## config.mk

```make
export PLATFORM = sky130hd
export DESIGN_NAME = window_minmax_tracker
export DESIGN_NICKNAME = d
export VERILOG_FILES = /design/src/rtl/window_minmax_tracker_pkg.sv /design/src/rtl/window_minmax_tracker_cmp.sv /design/src/rtl/window_minmax_tracker.sv
export SDC_FILE = /design/constraint.sdc
export NUM_CORES = 1
export LEC_CHECK = 0
export ABC_AREA = 1
export CAP_MARGIN = 20
export CORE_MARGIN = 10
export CORE_UTILIZATION = 55
export DETAILED_ROUTE_END_ITERATION = 10
export HOLD_SLACK_MARGIN = 0.05
export PLACE_DENSITY = 0.81
export SYNTH_ARGS = -nofsm -noshare
export SYNTH_HDL_FRONTEND = slang
export SYNTH_SLANG_ARGS = --single-unit
export TNS_END_PERCENT = 1
```

## constraint.sdc

```tcl
create_clock -name clk -period 2.9 [get_ports clk]
set_input_delay 0.58 -clock clk [delete_from_list [all_inputs] [get_ports clk]]
set_output_delay 0.58 -clock clk [all_outputs]
set_load 0.005 [all_outputs]
```

## src/rtl/window_minmax_tracker_pkg.sv

```systemverilog
// window_minmax_tracker_pkg
//   Shared definitions for the window min/max tracker and its comparator.
//   DATA_W     : sample width (unsigned)
//   state_t    : tracker FSM states, 2-bit encoding
//   idx_width  : width of index/counter for a given window length
package window_minmax_tracker_pkg;

  localparam int DATA_W = 16;

  typedef enum logic [1:0] {
    IDLE  = 2'd0,
    ACCUM = 2'd1,
    HOLD  = 2'd2
  } state_t;

  // A window of one sample still needs a 1-bit index port.
  function automatic int idx_width(input int n);
    return (n > 1) ? $clog2(n) : 1;
  endfunction

endpackage

```

## src/rtl/window_minmax_tracker_cmp.sv

```systemverilog
// window_minmax_tracker_cmp
//   Unsigned magnitude comparator; exactly one of gt/lt/eq is high.
//   a   in  DATA_W  left operand
//   b   in  DATA_W  right operand
//   gt  out 1       a > b
//   lt  out 1       a < b
//   eq  out 1       a == b
module window_minmax_tracker_cmp
  import window_minmax_tracker_pkg::*;
(
  input  logic [DATA_W-1:0] a,
  input  logic [DATA_W-1:0] b,
  output logic              gt,
  output logic              lt,
  output logic              eq
);

  assign gt = (a > b);
  assign lt = (a < b);
  assign eq = (a == b);

endmodule

```

## src/rtl/window_minmax_tracker.sv

```systemverilog
// window_minmax_tracker
//   Tracks max/min (and their 0-based positions) over each window of
//   WINDOW_LEN accepted samples, then offers the result downstream.
//   clk           in   1      system clock, rising edge
//   rst           in   1      asynchronous active-high reset
//   clear         in   1      synchronous abort of the current window
//   sample_valid  in   1      sample presented
//   sample_ready  out  1      sample accepted this cycle (state decode)
//   sample        in   16     unsigned sample
//   result_valid  out  1      window result available (state decode)
//   result_ready  in   1      consumer takes the result
//   max_val       out  16     largest sample in window
//   min_val       out  16     smallest sample in window
//   max_idx       out  IDX_W  position of max_val
//   min_idx       out  IDX_W  position of min_val
//
//   state | meaning
//   IDLE  | waiting for the first sample of a window
//   ACCUM | collecting samples 1..WINDOW_LEN-1
//   HOLD  | result presented, waiting for result_ready
module window_minmax_tracker
  import window_minmax_tracker_pkg::*;
#(
  parameter  int WINDOW_LEN = 8,
  localparam int IDX_W      = idx_width(WINDOW_LEN)
) (
  input  logic              clk,
  input  logic              rst,
  input  logic              clear,
  input  logic              sample_valid,
  output logic              sample_ready,
  input  logic [DATA_W-1:0] sample,
  output logic              result_valid,
  input  logic              result_ready,
  output logic [DATA_W-1:0] max_val,
  output logic [DATA_W-1:0] min_val,
  output logic [IDX_W-1:0]  max_idx,
  output logic [IDX_W-1:0]  min_idx
);

  localparam logic [IDX_W-1:0] LAST_CNT  = IDX_W'(WINDOW_LEN - 1);
  localparam logic [IDX_W-1:0] FIRST_CNT = (WINDOW_LEN == 1) ? '0 : IDX_W'(1);

  state_t            state_q, state_d;
  logic [IDX_W-1:0]  cnt_q;
  logic [DATA_W-1:0] max_q, min_q;
  logic [IDX_W-1:0]  max_idx_q, min_idx_q;
  logic              accept;

  logic max_gt, max_lt, max_eq;
  logic min_gt, min_lt, min_eq;
  logic unused_cmp;

  window_minmax_tracker_cmp u_cmp_max (
    .a  (sample),
    .b  (max_q),
    .gt (max_gt),
    .lt (max_lt),
    .eq (max_eq)
  );

  window_minmax_tracker_cmp u_cmp_min (
    .a  (sample),
    .b  (min_q),
    .gt (min_gt),
    .lt (min_lt),
    .eq (min_eq)
  );

  // Ties keep the stored value, so only the strict flags drive updates.
  assign unused_cmp = ^{max_lt, max_eq, min_gt, min_eq};

  assign sample_ready = (state_q == IDLE) || (state_q == ACCUM);
  assign result_valid = (state_q == HOLD);
  assign accept       = sample_valid && sample_ready;

  always_ff @(posedge clk or posedge rst) begin
    if (rst) begin
      state_q <= IDLE;
    end else begin
      state_q <= state_d;
    end
  end

  always_comb begin
    state_d = state_q;
    case (state_q)
      IDLE: begin
        if (accept) begin
          state_d = (WINDOW_LEN == 1) ? HOLD : ACCUM;
        end
      end
      ACCUM: begin
        if (accept && (cnt_q == LAST_CNT)) begin
          state_d = HOLD;
        end
      end
      HOLD: begin
        if (result_ready) begin
          state_d = IDLE;
        end
      end
      default: state_d = IDLE;
    endcase
    if (clear) begin
      state_d = IDLE;
    end
  end

  always_ff @(posedge clk or posedge rst) begin
    if (rst) begin
      cnt_q     <= '0;
      max_q     <= '0;
      min_q     <= '0;
      max_idx_q <= '0;
      min_idx_q <= '0;
    end else if (clear) begin
      cnt_q     <= '0;
      max_q     <= '0;
      min_q     <= '0;
      max_idx_q <= '0;
      min_idx_q <= '0;
    end else begin
      case (state_q)
        IDLE: begin
          if (sample_valid) begin
            max_q     <= sample;
            min_q     <= sample;
            max_idx_q <= '0;
            min_idx_q <= '0;
            cnt_q     <= FIRST_CNT;
          end
        end
        ACCUM: begin
          if (sample_valid) begin
            if (max_gt) begin
              max_q     <= sample;
              max_idx_q <= cnt_q;
            end
            if (min_lt) begin
              min_q     <= sample;
              min_idx_q <= cnt_q;
            end
            // Park on the last position so cnt never passes WINDOW_LEN-1.
            if (cnt_q != LAST_CNT) begin
              cnt_q <= cnt_q + 1'b1;
            end
          end
        end
        HOLD: begin
          if (result_ready) begin
            cnt_q <= '0;
          end
        end
        default: cnt_q <= '0;
      endcase
    end
  end

  assign max_val = max_q;
  assign min_val = min_q;
  assign max_idx = max_idx_q;
  assign min_idx = min_idx_q;

endmodule

```

==> reports/qor.yml <==
yosys:
  synth_commonest_cells: "nand2_1, inv_1, dfrtp_1, nand3_1, ha_1"
  synthFlopType: "dfrtp_1"
  synth_area_per_cell_um2: 7.650
  syn-num-nets: 430
  synth_area_leaders: "dfrtp_1, nand2_1, ha_1, inv_1, nand3_1"
  synth_top_cell_by_area: "dfrtp_1"
  synth.distinct_cells: 33
  postSynth.asyncResetShare: 1.000
  synth_top_area_share: 0.3741
  syn-cell-area_um2: 2877
  synth_seq_area_share: 0.3741
  ys_ff_latch: 43
  ys_warn_count: 0
  synth_edf_count: 0
  synth_most_common_cell: "nand2_1"
  synthCells: 376
floorplanning:
  die_height_um: 92.32
  die_x_um: 92.32
  io_pins: 61
  start_util: 0.5668
  core_area_um2: 5075
  num_rows: 26
  die_area_um2: 8523
place:
  hpwl_um: 5528
  portBuffers: 60
  place_congestion: 0.8063
  dpl_worst_slack_ns: 0.2867
worst_hold_path:
  hold_path_depth: 2
  hold_path.class: "flip-flop to flip-flop"
  min_to: "max_idx[1]$_DFFE_PP0P_"
  hp-start: "max_idx[1]$_DFFE_PP0P_"
critical_path:
  path_cells: "clkdlybuf4s50_1 > ha_1 > a21oi_1 > nor2_1 > nor3_4 > nand2_1 > nand2_1 > nand2_1 > nand2_2 > nand2_4 > nand2_1 > nand2_1"
  reg2reg_from: "max_val[11]$_DFFE_PP0P_"
  cp.required_ns: 3.09
  crit_fanout: 19
  r2r_slack_ns: 0.96
  cp_common_cell: "nand2_1"
  r2r_cells: 11
  r2r-end: "max_val[15]$_DFFE_PP0P_"
  startpoint_type: "input port"
  cp.buffers_inverters: 1
  slowest_delay_ns: 0.47
  criticalPathCategory: "input port to flip-flop"
  endpoint_kind: "flip-flop"
  cpMaxStageDelayCell: "clkdlybuf4s50_1"
  cp.arrival_ns: 2.49
  cpLargestDelayFamily: "simple AND/OR/NAND/NOR gates"
detailed_routing:
  top_layer: "met4"
  drtPass1Iterations: 5
  wl_um: 7158
  wl_met3_um: 554
  wl_per_cell_um: 14.09
  drtIter0Drc: 111
  num_vias: 2605
  via_per_inst: 5.128
  drc: 0
  met2_length_um: 3582
  drtAntennaViolNets: 0
  routedLengthMet1_um: 2955
clock_tree:
  post_cts_buffers: 0
  insertion_delay_ns: 0.29
  clk_pin_slew_worst_paths_ns: 0.08
  cts_tree: "done"
  clock-sinks: 43
  clockRootBuffer: "clkbuf_8"
  tritoncts.num_buffers: 5
  cts.hold.buffers_added: 0
  htree_num_levels: 2
  cts_resized: 0
  clock_path_buffers: 2
global_routing:
  grt_pass1_vias: 2758
  grt_pass1_wl_um: 12460
  antenna_found_initial: 0
  grt_max_degree: 44
  gr-total-overflow: 0
  track_usage: 0.1741
power:
  vdd_ir_drop_max_mv: 0.3677
  power.density_nw_per_um2: 605.1
  p_leak_nw: 1.901
timing:
  setup_viol: 0
  setup_ws_ns: 0.5939
  period_share: 0.7952
  max_freq_mhz: 433.6
  grt_setup_unrepaired: "false"
  max_slew.worst_pin.slew_ns: 0.5568
  holdWs_ns: 0.4776
  setup_tns_ns: 0
  relSlewSlack: 0.6288
  clock-skew-final_ns: 0.005275
  period_minus_slack_ns: 2.306
  slew_violations: 0
  finalHoldViolCount: 0
cells_and_area:
  final_util: 0.7051
  drive_above_1_share: 0.06849
  fin_nets: 492
  n_antenna_cell: 0
  area_growth_syn_to_layout_pct: 24.40
status:
  outcome: "complete, no violations"
flow_run:
  maxCapViolations: 0
[metrics by stage]
stage | std cells | power [W] | area (um2)
final | 508 | 0.002165 | 3578
after floorplan | 376 | 0.001397 | 2877
after detailed placement | 501 | 0.001792 | 3491
after global routing | 508 | 0.002348 | 3578
after CTS | 508 | 0.002186 | 3578
after global placement | 501 | 0.001753 | 3491
[cells by family (layout without fill, tap and decap cells)]
| family | after synthesis | count (layout) | share of synthesized area |
|---|---|---|---|
| adders and majority gates | 33 | 33 | 0.1435 |
| DFF | 43 | 43 | 0.3741 |
| and+or+nand+nor | 196 | 196 | 0.2949 |
| buffers and inverters | 78 | 140 | 0.1327 |
| AOI/OAI and AO/OA | 26 | 26 | 0.05481 |
[power breakdown]
part           internal (W)  leakage (nW)  switching, W  total [W]
sequential         0.000721         0.565      0.000108   0.000829
combinational      0.000443          1.29      0.000503   0.000946
clock              0.000187        0.0470      0.000204   0.000391
[tightest hold or removal path: cells and delay by family, from the launching register on]
kind          cells  cell delay, ns
simple gates      2            0.10
flops             1            0.35
[per-layer routing]
metal / GRT usage / vias to the layer above
li1: - / 1295
met1: 0.1985 / 1226
met2: 0.3076 / 75
met3: 0.05811 / 9
met4: 0.03985 / 0
met5: 0 / -
[registers in the layout, indices dropped and copies added, names as in the netlist]
register,cells
cnt_q,3
min_val,16
state_q,2
max_val,16
min_idx,3
max_idx,3
[layout make-up]
class | instances | area, um2
well taps | 70 | 87.58
fillers | 420 | 1496
repair buffers | 67 | 653.1
clock inverters | 1 | 5.005
inverters | 66 | 255.2
multi-input cells | 255 | 1419
clock buffers | 6 | 82.58
flip-flops and latches | 43 | 1076
[how the worst max path moves through the flow]
stage / startpoint / to / slack [ns] / cells past startpoint
global route: sample[1] / max_val[14]$_DFFE_PP0P_ / 0.41 / 15
CTS: sample[5] / min_idx[2]$_DFFE_PP0P_ / 0.58 / 12
floorplan: sample[7] / max_val[0]$_DFFE_PP0P_ / 1.04 / 12
finish: sample[5] / min_idx[2]$_DFFE_PP0P_ / 0.59 / 12
global placement: sample[11] / max_idx[0]$_DFFE_PP0P_ / 0.35 / 11
detailed placement: sample[5] / min_idx[2]$_DFFE_PP0P_ / 0.29 / 12
[placed cells by master (no fill, tap or decap)]
cell type        netlist  final
nor2_2                 1      1
clkdlybuf4s50_1        0     60
o21bai_4               1      1
o21ai_1                3      3
nand2_4                3      3
o221ai_1               1      1
a21oi_1               12     12
a21oi_2                1      1
nor2_1                28     28
nor3_1                 1      1
nand4_1                1      1
inv_8                  1      1
nand3_1               43     43
nand3_2                1      1
inv_1                 61     61
dfrtp_1               43     43
inv_2                  4      4
nand2_2                2      2
clkinv_2               0      1
nor3_2                 1      1
o211ai_1               1      1
buf_4                  3      7
o21ai_0                5      5
a21o_1                 1      1
clkbuf_8               1      6
a31oi_1                1      1
nor3_4                 1      1
nand2_1              114    114
ha_1                  33     33
Power figures use the tool's default switching activity.
